==> config.mk <==
export PLATFORM = sky130hd
export DESIGN_NAME = mode_switch_ctrl_flat
export DESIGN_NICKNAME = d
export VERILOG_FILES = /design/src/rtl/mode_switch_ctrl_if.sv /design/src/rtl/mode_switch_ctrl.sv /design/src/flat_wrapper.sv
export SDC_FILE = /design/constraint.sdc
export NUM_CORES = 1
export LEC_CHECK = 0
export ABC_CLOCK_PERIOD_IN_PS = 2500
export CORE_MARGIN = 4
export CORE_UTILIZATION = 35
export DETAILED_ROUTE_END_ITERATION = 6
export PLACE_DENSITY_LB_ADDON = 0.1
export SLEW_MARGIN = 20
export SYNTH_ARGS = -nofsm -noshare
export SYNTH_HDL_FRONTEND = slang
export SYNTH_SLANG_ARGS = --single-unit
==> constraint.sdc <==
create_clock -name clk -period 2.5 [get_ports clk]
set_input_delay 0.375 -clock clk [delete_from_list [all_inputs] [get_ports clk]]
set_output_delay 0.375 -clock clk [all_outputs]
set_load 0.005 [all_outputs]
==> src/rtl/mode_switch_ctrl_if.sv <==
// Command/status bundle between the mode-request decoders and the mode-switch controller.
// The master side drives request pulses; the slave (controller) returns mode and motor status.
interface mode_switch_ctrl_if;
   logic       key_valid;
   logic [1:0] key_mode;
   logic       ir_valid;
   logic [7:0] ir_data;
   logic       bt_valid;
   logic [7:0] bt_data;
   logic [1:0] mode;
   logic [3:0] led;
   logic       motor_en;
   logic       busy;
   logic       halted;

   modport master (
      output key_valid, key_mode, ir_valid, ir_data, bt_valid, bt_data,
      input  mode, led, motor_en, busy, halted
   );

   modport slave (
      input  key_valid, key_mode, ir_valid, ir_data, bt_valid, bt_data,
      output mode, led, motor_en, busy, halted
   );
endinterface

==> src/rtl/mode_switch_ctrl.sv <==
// Safe mode-transition controller: stops the motors, loads the new mode, waits a settle time,
// then re-enables the drivers. Arbitrates key/IR/BT requests and handles emergency stop.
module mode_switch_ctrl #(
   parameter int unsigned STOP_CYCLES   = 5_000_000,
   parameter int unsigned SETTLE_CYCLES = 2_500_000,
   parameter logic [7:0]  ESTOP_CODE    = 8'd64
) (
   input logic               clk,
   input logic               rst,
   mode_switch_ctrl_if.slave bus
);

   localparam int unsigned CntMax =
      ((STOP_CYCLES > SETTLE_CYCLES) ? STOP_CYCLES : SETTLE_CYCLES) - 1;
   localparam int unsigned CntW = (CntMax > 1) ? $clog2(CntMax + 1) : 1;
   localparam logic [CntW-1:0] StopLoad   = CntW'(STOP_CYCLES - 1);
   localparam logic [CntW-1:0] SettleLoad = CntW'(SETTLE_CYCLES - 1);

   typedef enum logic [1:0] {StRun, StStop, StSettle, StHalt} state_e;

   function automatic logic [3:0] led_of(input logic [1:0] m);
      return ~(4'b0001 << m);
   endfunction

   // {valid, mode}; codes outside the map are dropped.
   function automatic logic [2:0] decode_code(input logic [7:0] code);
      case (code)
         8'd69:   return 3'b100;
         8'd70:   return 3'b101;
         8'd71:   return 3'b110;
         8'd68:   return 3'b111;
         default: return 3'b000;
      endcase
   endfunction

   state_e          state_q, state_d;
   logic [CntW-1:0] cnt_q, cnt_d;
   logic [1:0]      mode_q, mode_d;
   logic [3:0]      led_q, led_d;
   logic            motor_en_q, motor_en_d;
   logic            busy_q, busy_d;
   logic            halted_q, halted_d;
   logic [1:0]      target_q, target_d;
   logic            pend_valid_q, pend_valid_d;
   logic [1:0]      pend_mode_q, pend_mode_d;

   logic [2:0] ir_dec, bt_dec;
   logic       estop;
   logic       req_valid;
   logic [1:0] req_mode;
   logic       pend_hit;
   logic [1:0] pend_sel;

   always_comb begin
      ir_dec = decode_code(bus.ir_data);
      bt_dec = decode_code(bus.bt_data);
      estop  = (bus.ir_valid && (bus.ir_data == ESTOP_CODE)) ||
               (bus.bt_valid && (bus.bt_data == ESTOP_CODE));
      req_valid = 1'b0;
      req_mode  = 2'd0;
      if (bus.key_valid) begin
         req_valid = 1'b1;
         req_mode  = bus.key_mode;
      end else if (bus.ir_valid && ir_dec[2]) begin
         req_valid = 1'b1;
         req_mode  = ir_dec[1:0];
      end else if (bus.bt_valid && bt_dec[2]) begin
         req_valid = 1'b1;
         req_mode  = bt_dec[1:0];
      end
   end

   always_comb begin
      state_d      = state_q;
      cnt_d        = cnt_q;
      mode_d       = mode_q;
      led_d        = led_q;
      motor_en_d   = motor_en_q;
      busy_d       = busy_q;
      halted_d     = halted_q;
      target_d     = target_q;
      pend_valid_d = pend_valid_q;
      pend_mode_d  = pend_mode_q;
      // A request arriving on the settle-expiry edge is the newest pending one.
      pend_hit     = req_valid || pend_valid_q;
      pend_sel     = req_valid ? req_mode : pend_mode_q;

      unique case (state_q)
         StRun: begin
            if (req_valid && (req_mode != mode_q)) begin
               state_d    = StStop;
               target_d   = req_mode;
               cnt_d      = StopLoad;
               motor_en_d = 1'b0;
               busy_d     = 1'b1;
            end
         end
         StStop: begin
            cnt_d = cnt_q - CntW'(1);
            if (req_valid) target_d = req_mode;
            if (cnt_q == '0) begin
               mode_d  = target_d;
               led_d   = led_of(target_d);
               state_d = StSettle;
               cnt_d   = SettleLoad;
            end
         end
         StSettle: begin
            cnt_d = cnt_q - CntW'(1);
            if (req_valid) begin
               pend_valid_d = 1'b1;
               pend_mode_d  = req_mode;
            end
            if (cnt_q == '0) begin
               pend_valid_d = 1'b0;
               pend_mode_d  = 2'd0;
               if (pend_hit && (pend_sel != mode_q)) begin
                  state_d  = StStop;
                  target_d = pend_sel;
                  cnt_d    = StopLoad;
               end else begin
                  state_d    = StRun;
                  motor_en_d = 1'b1;
                  busy_d     = 1'b0;
               end
            end
         end
         StHalt: begin
            // Motors are already stopped, so recovery goes straight to SETTLE.
            if (req_valid) begin
               mode_d   = req_mode;
               led_d    = led_of(req_mode);
               halted_d = 1'b0;
               busy_d   = 1'b1;
               state_d  = StSettle;
               cnt_d    = SettleLoad;
            end
         end
      endcase

      if (estop) begin
         state_d      = StHalt;
         cnt_d        = '0;
         mode_d       = mode_q;
         led_d        = led_q;
         motor_en_d   = 1'b0;
         busy_d       = 1'b0;
         halted_d     = 1'b1;
         target_d     = 2'd0;
         pend_valid_d = 1'b0;
         pend_mode_d  = 2'd0;
      end
   end

   always_ff @(posedge clk or posedge rst) begin
      if (rst) begin
         state_q      <= StSettle;
         cnt_q        <= SettleLoad;
         mode_q       <= 2'd0;
         led_q        <= 4'b1110;
         motor_en_q   <= 1'b0;
         busy_q       <= 1'b1;
         halted_q     <= 1'b0;
         target_q     <= 2'd0;
         pend_valid_q <= 1'b0;
         pend_mode_q  <= 2'd0;
      end else begin
         state_q      <= state_d;
         cnt_q        <= cnt_d;
         mode_q       <= mode_d;
         led_q        <= led_d;
         motor_en_q   <= motor_en_d;
         busy_q       <= busy_d;
         halted_q     <= halted_d;
         target_q     <= target_d;
         pend_valid_q <= pend_valid_d;
         pend_mode_q  <= pend_mode_d;
      end
   end

   assign bus.mode     = mode_q;
   assign bus.led      = led_q;
   assign bus.motor_en = motor_en_q;
   assign bus.busy     = busy_q;
   assign bus.halted   = halted_q;

endmodule

==> src/flat_wrapper.sv <==
// flat-port wrapper written by rule: the top's interface ports become plain ports
module mode_switch_ctrl_flat 
#(
   parameter int unsigned STOP_CYCLES   = 5_000_000,
   parameter int unsigned SETTLE_CYCLES = 2_500_000,
   parameter logic [7:0]  ESTOP_CODE    = 8'd64
)
  (clk, rst, bus_key_valid, bus_key_mode, bus_ir_valid, bus_ir_data, bus_bt_valid, bus_bt_data, bus_mode, bus_led, bus_motor_en, bus_busy, bus_halted);
  mode_switch_ctrl_if bus_i ();
  input logic clk;
  input logic rst;
  input wire logic [$bits(bus_i.key_valid)-1:0] bus_key_valid;
  input wire logic [$bits(bus_i.key_mode)-1:0] bus_key_mode;
  input wire logic [$bits(bus_i.ir_valid)-1:0] bus_ir_valid;
  input wire logic [$bits(bus_i.ir_data)-1:0] bus_ir_data;
  input wire logic [$bits(bus_i.bt_valid)-1:0] bus_bt_valid;
  input wire logic [$bits(bus_i.bt_data)-1:0] bus_bt_data;
  output wire logic [$bits(bus_i.mode)-1:0] bus_mode;
  output wire logic [$bits(bus_i.led)-1:0] bus_led;
  output wire logic [$bits(bus_i.motor_en)-1:0] bus_motor_en;
  output wire logic [$bits(bus_i.busy)-1:0] bus_busy;
  output wire logic [$bits(bus_i.halted)-1:0] bus_halted;
  assign bus_i.key_valid = bus_key_valid;
  assign bus_i.key_mode = bus_key_mode;
  assign bus_i.ir_valid = bus_ir_valid;
  assign bus_i.ir_data = bus_ir_data;
  assign bus_i.bt_valid = bus_bt_valid;
  assign bus_i.bt_data = bus_bt_data;
  assign bus_mode = bus_i.mode;
  assign bus_led = bus_i.led;
  assign bus_motor_en = bus_i.motor_en;
  assign bus_busy = bus_i.busy;
  assign bus_halted = bus_i.halted;
  mode_switch_ctrl #(.STOP_CYCLES(STOP_CYCLES), .SETTLE_CYCLES(SETTLE_CYCLES), .ESTOP_CODE(ESTOP_CODE)) u_core (.clk(clk), .rst(rst), .bus(bus_i));
endmodule
======== Word level (Yosys, flattened, before mapping) ========
Cells that the tools add are included.
W data, S select, Z words.
operators by class
  multiplexer cells ....................... 56
  add/sub/neg operators ................... 1
  bitwise logic cells ..................... 3
  shift operators ......................... 2
  reductions and logical operators ........ 26
  equal/unequal tests ..................... 23
operators by type and width
  operator                 count
  $mux W23                 6
  $pmux W23 S4             1
  $eq A8 B7 Y1 const B     10
  $mux W2                  20
  $pmux W3 S4              2
  $logic_not A23 Y1        1
  $sub A23 B1 Y23 const B  1
  $mux W1                  19
  $reduce_and A4 Y1        4
  $ne A3 B1 Y1 const B     5
  $mux W4                  2
  $not A4 Y4               2
  $pmux W2 S4              1
  $pmux W4 S2              1
  $reduce_bool A2 Y1       4
  $reduce_bool A4 Y1       2
  $shl A1 B2 Y4 const A    2
  $logic_and A1 B1 Y1      6
  $pmux W2 S3              1
  $reduce_and A2 Y1        3
  $reduce_bool A3 Y1       2
  $reduce_and A5 Y1        1
  $eq A2 B2 Y1 const B     2
  $ne A2 B1 Y1 const B     2
  other kinds (9)          11
word-level totals
  flip-flop bits (word level) ............. 39
  input bits .............................. 23

======== Longest topological paths before layout ========
Gate-level depths: netlist (run 1).
  depth in word-level cells ............... 13
  gate-level depth with buffers ........... 11
  depth with buffers taken out ............ 10

======== Worst setup path after synthesis (run 1) ========
Ideal clock, no wire load.
  path type ............................... in2reg
  start ................................... input bus_ir_data[3]
  end ..................................... register u_core.state_q[1]
  data arrival time ....................... 2442 ps
  required time ........................... 2415 ps
  stages on the path ...................... 8
  slack ................................... -27 ps
  cells stage by stage .................... or4b_4 or4_4 o21ai_2 a211oi_2 a22oi_4 nor2_4 a31oi_2 mux2_1
between the ends
  cells in the longest elaborated chain, start to end .. 9
ends and longest elaborated chain
  element                             RTL line                 text
  from (decl)                         flat_wrapper.sv:15       input wire logic [$bits(bus_i.ir_data)-1:0] bus_ir_data;
  $eq A8 B7 Y1                        mode_switch_ctrl.sv:27   case (code)
  $pmux W3 S4                         mode_switch_ctrl.sv:27
  $logic_and A1 B1 Y1                 mode_switch_ctrl.sv:64   end else if (bus.ir_valid && ir_dec[2]) begin
  $mux W2                             mode_switch_ctrl.sv:64
  $mux W2                             mode_switch_ctrl.sv:61   if (bus.key_valid) begin
  $ne A2 B2 Y1                        mode_switch_ctrl.sv:90   if (req_valid && (req_mode != mode_q)) begin
  $logic_and A1 B1 Y1                 mode_switch_ctrl.sv:90
  $ne A3 B1 Y1 (no source line)       n/a
  $reduce_and A4 Y1 (no source line)  n/a
  to (signal assigned)                mode_switch_ctrl.sv:157  state_q <= StSettle;
  to (signal assigned)                mode_switch_ctrl.sv:168  state_q <= state_d;
  to (decl)                           mode_switch_ctrl.sv:36   state_e state_q, state_d;
Parallel ways exist; a longest one is shown, timed or not.
A chain may end at the register's enable or synchronous reset.

======== Worst setup path in the final report (run 1) ========
  start ................................... input bus_ir_data[4]
  end ..................................... register u_core.target_q[1]
between the ends
  cells in the longest elaborated chain, start to end .. 10
ends and longest elaborated chain
  element                                                        RTL line                                          text
  $eq A8 B7 Y1                                                   mode_switch_ctrl.sv:27
  $pmux W3 S4                                                    mode_switch_ctrl.sv:27
  $logic_and A1 B1 Y1                                            mode_switch_ctrl.sv:64
  $mux W2 or $mux W1 (tied branches)                             mode_switch_ctrl.sv:64
  $mux W2 or $mux W1 (tied branches)                             mode_switch_ctrl.sv:61
  $mux W2                                                        mode_switch_ctrl.sv:86                            pend_sel = req_valid ? req_mode : pend_mode_q;
  $ne A2 B2 Y1 or $mux W2 (tied branches)                        mode_switch_ctrl.sv:117                           if (pend_hit && (pend_sel != mode_q)) begin
  $logic_and A1 B1 Y1 or $mux W2 (tied branches)                 mode_switch_ctrl.sv:117, mode_switch_ctrl.sv:114
  $ne A3 B1 Y1 (no source line) or $pmux W2 S3 (tied branches)   n/a
  $reduce_and A4 Y1 (no source line) or $mux W2 (tied branches)  n/a
  to (signal assigned)                                           mode_switch_ctrl.sv:175                           target_q <= target_d;
  to (decl)                                                      mode_switch_ctrl.sv:43                            logic [1:0] target_q, target_d;
Parallel ways exist; a longest one is shown, timed or not. The select of a mux whose other input is x is not followed.

==> results.cfg, run 1 <==
[setup_path]
cp_cell_sequence = buf_2 -> or4b_4 -> nor4_4 -> a211o_2 -> o311ai_4 -> a21oi_4 -> a21oi_4 -> o31a_1 -> a22o_1
path_buf_inv = 1
max_stage_delay_ps = 530
start_kind = input pin
critPathKind = in2reg
crit_fanout = 6
regToRegSetupSlack_ps = 100
cp_common_cell = a21oi_4
cp.required_ps = 2700
r2r-start = u_core.bus.mode[1]
critical-path-top-delay-family = compound AO/OA/AOI/OAI gates
cp_slowest_cell = or4b_4
crit_arrival_ps = 2630
crit_path_end_kind = flip-flop
regToRegEndpoint = u_core.cnt_q[15]
r2r_cells = 8

[hold_path]
whs_endpoint = u_core.cnt_q[7]
hp-start = u_core.cnt_q[7]
holdPathStages = 2
min-delay-path-class = reg2reg

[clocking]
root_buffer = clkbuf_8
htreeDepth = 2
insertion_delay_ps = 300
clk_path_buf_depth = 2
cts_tree = yes
cts_inserted_buffers = 5
clk_pin_slew_ps = 90
clock_sinks = 39

[global_routing]
gr-usage-all-layers_pct = 18.0
antenna_found_initial = 0
grt_max_degree = 40
grt_pass1_wl_um = 14800
grt_pass1_vias = 2962
grt-ovfl-total = 0

[yosys]
synth.avg_cell_area_um2 = 8.77
syn_area_um2 = 3110
syn_nets = 383
ys_ff_latch = 39
yosysSeqAreaShare_pct = 32.1
synth_cells = 354
synth_edf_count = 0
ys.flop_type = dfrtp_1
synth_warnings = 0
synthArstFlopShare_pct = 100
yosys-top-cells-area = dfrtp_1 18%, dfstp_2 14%, nand2_1 4.8%, a21oi_1 4.0%, nor2_1 4.0%
yosysTopAreaCellShare_pct = 17.7
yosysTopAreaCell = dfrtp_1
synth_cell_type_count = 81

[layout]
drive_gt1_share_pct = 38.4
num_antenna_cells = 0
final_common_cell = buf_4
register_area_um2 = 997
syn_to_final_growth_pct = 43.1
multi_input_area_um2 = 2120
fill_cells = 847
nets = 492
mostFrequentLayoutCells = 80 x buf_4, 40 x nand2_1, 33 x nor2_1

[floorplanning]
die_h_um = 102
initial_core_util_pct = 35.8
die_area_um2 = 10400
num_rows = 34
die_w_um = 102
design.core.area_um2 = 8680
boundaryPins = 32

[sta]
timing.hold.ws_ps = 467
min_period_over_period_pct = 97.2
min_period_ps = 2430
finalSetupTns_ps = 0
finalHoldViolCount = 0
fin_skew_ps = 11.9
tightest_slew_ps = 576
relSlewSlack_pct = 61.6
slew_viol_final = 0
fmaxAchievable_mhz = 411
finalSetupViolCount = 0

[power_and_ir_drop]
leakagePower_uw = 0.00198
vdd_drop_max_mv = 0.568
totalPowerFinal_uw = 4850
powerDensity_nw_per_um2 = 1090

[drt]
via_per_inst = 5.45
dr.pass1.iters = 4
drcViolationCount = 0
totalWireLength_um = 9450
drtIter0Drc = 166
vias = 3119
antenna_left = 0
wl_per_cell_um = 16.5

[placed_design]
port_buffers = 31
dp_hpwl_um = 6800
gp_congestion = 0.879

[status]
run_status = completed

[flow_run]
cap_violations = 0
[worst max path at each step]
stage / start / end / slack [ps] / cells after the start
2_1_floorplan: bus_ir_data[3] / u_core.target_q[1] / 20 / 8
3_3_place_gp: bus_ir_data[3] / u_core.target_q[1] / -590 / 9
3_5_place_dp: bus_bt_data[3] / u_core.target_q[1] / -630 / 10
4_1_cts: bus_bt_data[1] / u_core.cnt_q[9] / 7 / 10
5_1_grt: u_core.cnt_q[0] / u_core.target_q[1] / -30 / 10
6_report: bus_ir_data[4] / u_core.target_q[1] / 70 / 9
[state kept, by name (all words and copies together), names as in the netlist]
name	cells
u_core.bus.mode	2
u_core.cnt_q	23
u_core.target_q	2
u_core.pend_mode_q	2
u_core.pend_valid_q	1
u_core.bus.busy	1
u_core.bus.halted	1
u_core.state_q	2
u_core.bus.led	4
u_core.bus.motor_en	1
[synth_stat cells (all sizes together) (4+ instances only)]
master,count
a21boi,5
a21o,4
a21oi,28
a31oi,17
and2,7
and3,7
buf,7
clkbuf,13
dfrtp,22
dfstp,17
ha,6
inv,16
nand2,41
nand3,5
nand3b,4
nor2,34
nor3,11
nor4,4
nor4b,5
o21ai,19
o221ai,4
o2bb2ai,7
o31ai,7
or2,4
[cells by family (layout without fill, tap and decap cells)]
family / after synthesis / after routing / share of synthesized area (%)
fa+ha+maj: 6 / 6 / 2.42
compound gates: 121 / 121 / 28.8
flops: 39 / 39 / 32.1
buf+inv: 37 / 147 / 6.93
xor+xnor: 6 / 6 / 2.18
mux: 4 / 4 / 1.33
simple gates: 141 / 141 / 26.2
[worst min-delay path, delay by kind of cell, from the launching register on]
family / cells / cell delay [ps]
flops: 1 / 380
simple gates: 2 / 90
[where the power goes]
part	switching (µW)	internal, µW	total (µW)
clock	241	251	492
combinational	1640	1470	3110
sequential	274	972	1250
total	2150	2690	4850
[layer usage]
layer,up-vias,share of wire [%],global-route usage (%)
li1,1536,-,-
met1,1503,47,25.4
met2,66,47,28.6
met3,14,4.8,3.48
met4,0,1.2,3.83
met5,-,0,0
[stage by stage]
step           setup slack, ps  utilization [%]  area [µm²]  std cells
6_report                  69.7             51.2        4440        572
5_1_grt                  -34.0             51.2        4440        572
4_1_cts                   7.10             48.1        4180        555
3_5_place_dp              -631             45.4        3940        544
3_3_place_gp              -593             45.4        3940        544
2_1_floorplan             21.9                -        3110        354
[layout make-up]
cell class	count	share of cell area, %
timing repair buffer	123	23.1
clock inverter	1	0.169
clock buffer	7	2.17
sequential	39	22.4
multi-input combinational	278	47.7
inverter	16	1.35
tap	108	3.04
[repair_timing]
item,in CTS,in global routing
endpoints found under the setup margin,29,31
resized for setup,46,48
pin swaps,19,31
setup buffers,3,17
hold buffers,0,0
Power figures use the tool's default switching activity.
==> run 2: changes to the inputs <==
--- a/config.mk
+++ b/config.mk
@@ -10,6 +10,7 @@
 export CORE_UTILIZATION = 35
 export DETAILED_ROUTE_END_ITERATION = 6
 export PLACE_DENSITY_LB_ADDON = 0.1
+export RECOVER_POWER = 50
 export SLEW_MARGIN = 20
 export SYNTH_ARGS = -nofsm -noshare
 export SYNTH_HDL_FRONTEND = slang
==> results.cfg, run 2 (same netlist as run 1, synthesis figures left out) <==
[global_routing]
grt_pass1_vias = 2962
grt-ovfl-total = 0
gr-usage-all-layers_pct = 18.0
grt_max_degree = 40
grt_pass1_wl_um = 14800
antenna_found_initial = 0

[drt]
totalWireLength_um = 9440
drcViolationCount = 0
via_per_inst = 5.46
wl_per_cell_um = 16.5
drtIter0Drc = 166
dr.pass1.iters = 4
vias = 3123
antenna_left = 0

[floorplanning]
die_w_um = 102
design.core.area_um2 = 8680
die_h_um = 102
die_area_um2 = 10400
initial_core_util_pct = 35.8
boundaryPins = 32
num_rows = 34

[clocking]
root_buffer = clkbuf_8
cts_inserted_buffers = 5
cts_hold_buf = 0
cts_tree = yes
htreeDepth = 2
clk_pin_slew_ps = 90
clock_sinks = 39
clk_path_buf_depth = 2
insertion_delay_ps = 300

[sta]
fmaxAchievable_mhz = 411
relSlewSlack_pct = 33.9
min_period_over_period_pct = 97.2
slew_viol_final = 0
finalSetupTns_ps = 0
setup_slack_ps = 69.6
timing.hold.ws_ps = 467
finalSetupViolCount = 0
fin_skew_ps = 11.9
tightest_slew_ps = 992
min_period_ps = 2430
finalHoldViolCount = 0

[layout]
largest_register_ffs = 23
regMostFlops = u_core.cnt_q
nets = 492
num_antenna_cells = 0
mostFrequentLayoutCells = 79 x buf_4, 40 x nand2_1, 33 x nor2_1
fin_cells = 572
syn_to_final_growth_pct = 43.0
drive_gt1_share_pct = 38.4
final_common_cell = buf_4

[placed_design]
dp_cells = 544
dp_hpwl_um = 6800
port_buffers = 31
gp_congestion = 0.879
dpl_worst_slack_ps = -631

[power_and_ir_drop]
vdd_drop_max_mv = 0.568
powerDensity_nw_per_um2 = 1090
leakagePower_uw = 0.00198

[setup_path]
critPathKind = in2reg
crit_arrival_ps = 2630
start_kind = input pin
cp.required_ps = 2700
crit_path_end_kind = flip-flop
crit_fanout = 6

[flow_run]
cap_violations = 0

[status]
run_status = completed

[hold_path]
min-delay-path-class = reg2reg
## run 2: metal layers
layer,wire length (µm),vias to the layer above,track usage [%]
met1,4440,1504,25.4
met3,465,14,3.48
li1,-,1537,-
met4,112,0,3.83
met2,4420,68,28.6
met5,0,-,0
## run 2: critical path, cell delays in order
cell and delay [ps]:
buf_2 120, or4b_4 530, nor4_4 310, a211o_2 190, o311ai_4 90, a21oi_4 310
a21oi_4 140, o31a_1 330, a22o_1 230
## run 2: cell type report
class | instances | area (µm²)
fill | 848 | 4240
multi-input combinational | 278 | 2120
timing repair buffer | 123 | 1030
sequential | 39 | 997
tap | 108 | 135
clock buffer | 7 | 96.3
inverter | 16 | 60.1
clock inverter | 1 | 7.51
## run 2: what timing repair did
item,CTS,global route
pin swaps,19,31
setup endpoints to repair,29,31
buffers inserted,3,17
hold endpoints to repair,0,0
gates resized for setup,46,48
## run 2: through the flow
step	power (µW)	utilization [%]	area (µm²)
3_5_place_dp	3990	45.4	3940
3_3_place_gp	3970	45.4	3940
4_1_cts	4640	48.1	4180
5_1_grt	5210	51.2	4440
6_report	4840	51.2	4440
2_1_floorplan	3020	-	3110
## run 2: final timing paths
| path | from | to | slack [ps] | cells past startpoint |
|---|---|---|---|---|
| min in group asynchronous | rst | u_core.bus.motor_en | 820 | 3 |
| worst max-delay path | bus_ir_data[4] | u_core.target_q[1] | 70 | 9 |
| worst max register to register | u_core.cnt_q[0] | u_core.target_q[1] | 100 | 10 |
| worst min-delay path | u_core.cnt_q[7] | u_core.cnt_q[7] | 470 | 2 |
| worst min register to register | u_core.cnt_q[7] | u_core.cnt_q[7] | 470 | 2 |
| max in group asynchronous | rst | u_core.cnt_q[22] | 1070 | 3 |
## run 2: power breakdown
part,switching (µW),internal (µW),leakage (µW)
Sequential,274,972,0.000453
Clock,241,251,0.0000505
Combinational,1640,1470,0.00148
==> variant (settings of run 2) <==
`SETTLE_CYCLES` is set to 2_500_000 in 2 places; all go to 1_250_000.
--- a/src/rtl/mode_switch_ctrl.sv
+++ b/src/rtl/mode_switch_ctrl.sv
@@ -4,3 +4,3 @@
    parameter int unsigned STOP_CYCLES   = 5_000_000,
-   parameter int unsigned SETTLE_CYCLES = 2_500_000,
+   parameter int unsigned SETTLE_CYCLES = 1_250_000,
    parameter logic [7:0]  ESTOP_CODE    = 8'd64
--- a/src/flat_wrapper.sv
+++ b/src/flat_wrapper.sv
@@ -4,3 +4,3 @@
    parameter int unsigned STOP_CYCLES   = 5_000_000,
-   parameter int unsigned SETTLE_CYCLES = 2_500_000,
+   parameter int unsigned SETTLE_CYCLES = 1_250_000,
    parameter logic [7:0]  ESTOP_CODE    = 8'd64
Formal check against the unedited RTL: no difference found for any inputs over 10 cycles, from zero or initial values and one cycle with rst high; that may be too few to reach the edited logic, so the function may still have changed.
==> variant against run 2 <==
Cell area rose by 6.8%. Total power grew 11%. Worst setup slack got worse by 400 ps. Wire length is 10% higher. Count of clock-buffer cells in the layout is 2 lower. Synthesized cell count is 1.7% higher. Die area is 5.1% lower. The run now ends with negative setup slack left. Sequential cell count unchanged. Synthesized area is 5.5% lower. Non-clock buffer count up 19. Clock power grew 12%.
==> variant: results (changes against run 2) <==
Outcome
  • Result of the run: complete, but fails checks (was completed)
  • Failing checks: negative setup slack

Finish
  • Non-clock inverters: 21 (was 16)
  • Final-layout fill cell count: 737 (was 848)
  • Number of nets at the end of the flow: 521 (was 492)
  • Multi-input gate share of total cell area: 0.472 (was 0.477)
  • Sequential portion of the cell area: 0.210 (was 0.225)
  • Number of multi-input combinational cells: 283 (was 278)
  • Synth-to-Final Area Change: 61.6% (was 43.0%)
  • Portion of the layout cell area used by non-clock buffers: 0.250 (was 0.231)
  • Fraction of layout cells with a size suffix above 1: 0.434 (was 0.384)

Place
  • Placement Setup Slack: -835 ps (was -631 ps)
  • Detailed placer's ending HPWL: 7.56 mm (was 6.80 mm)

Synthesis
  • Most common library cells after synthesis: nand2_1, nor2_1, o21ai_0 (was nand2_1, nor2_1, a21oi_1)
  • Post-synthesis cell type count: 61 (was 81)
  • Per-instance average area after synthesis: 8.15 sq um (was 8.77 sq um)
  • Number of nets in the synthesized netlist: 389 (was 383)
  • Post-synthesis sequential area ratio: 0.339 (was 0.321)

Worst setup path
  • End point of the critical path: u_core.cnt_q[4]$_DFFE_PP0P_ (was u_core.target_q[1]$_DFFE_PP0P_)
  • Critical-path maximum fanout: 5 (was 6)
  • Worst endpoint data arrival time: 3010 ps (was 2630 ps)
  • Kind of critical path: flop to flop (was input port to flop)

Global route
  • GRT met1 Usage: 0.268 (was 0.254)
  • Combined global-route utilization of all metal layers: 0.217 (was 0.180)
  • Met2 Usage GRT: 0.387 (was 0.286)

STA
  • Sum of negative setup slack: -8310 ps (was 0 ps)
  • Worst clock skew on the final layout: 7.36 ps (was 11.9 ps)
  • Number of failing setup endpoints in the final timing report: 37 (was 0)
  • Setup slack of the critical path after layout: -333 ps (was 69.6 ps)
  • Actual transition at the worst max-transition pin: 984 ps (was 992 ps)

Route
  • Detailed-routing wirelength on met1: 4.38 mm (was 4.44 mm)
  • Sum of routed wire length over all layers: 10.4 mm (was 9.44 mm)
  • 1st-iter DRT viols: 172 (was 166)
  • Post-detailed-route via-to-cell ratio: 5.73 (was 5.46)
  • Met2 layer wire length in the routed design: 5.22 mm (was 4.42 mm)
  • DRT Pass-1 Iters: 5 (was 4)

Power
  • Worst ir drop on vdd: 0.000682 V (was 0.000568 V)

Min path
  • Capture endpoint of the worst hold path: u_core.bus.led[2]$_DFFE_PP1P_ (was u_core.cnt_q[7]$_DFFE_PP1P_)
  • Hold Path Origin: u_core.bus.led[2]$_DFFE_PP1P_ (was u_core.cnt_q[7]$_DFFE_PP1P_)
variant: power breakdown:
| part | switching, uW | internal, uW | leakage [uW] |
|---|---|---|---|
| clock network | 252 | 298 | 0.0000581 |
| registers | 218 | 963 | 0.000453 |
| logic | 1910 | 1720 | 0.00149 |
variant: what timing repair did:
action | CTS | global route
hold buffers | 0 | 0
setup endpoints to repair | 37 | 38
cloned | 2 | 0
pin swaps | 22 | 14
setup buffers | 7 | 8
gates resized for setup | 72 | 21
variant: cell families (layout without fill, tap and decap cells):
kind of cell / after synthesis / in the layout / share of synthesized area
AOI/OAI and AO/OA: 129 / 130 / 0.300
xor gates and xnor gates: 8 / 8 / 0.0239
adders and majority gates: 6 / 6 / 0.0256
buffers and inverters: 39 / 171 / 0.0512
DFF: 39 / 39 / 0.339
muxes: 3 / 3 / 0.0107
and+or+nand+nor: 136 / 136 / 0.249
variant: tightest hold or removal path, cell delays in order (launching register included):
cell	delay [ps]
dfstp_2	380
nand2_2	60
o21ai_2	40
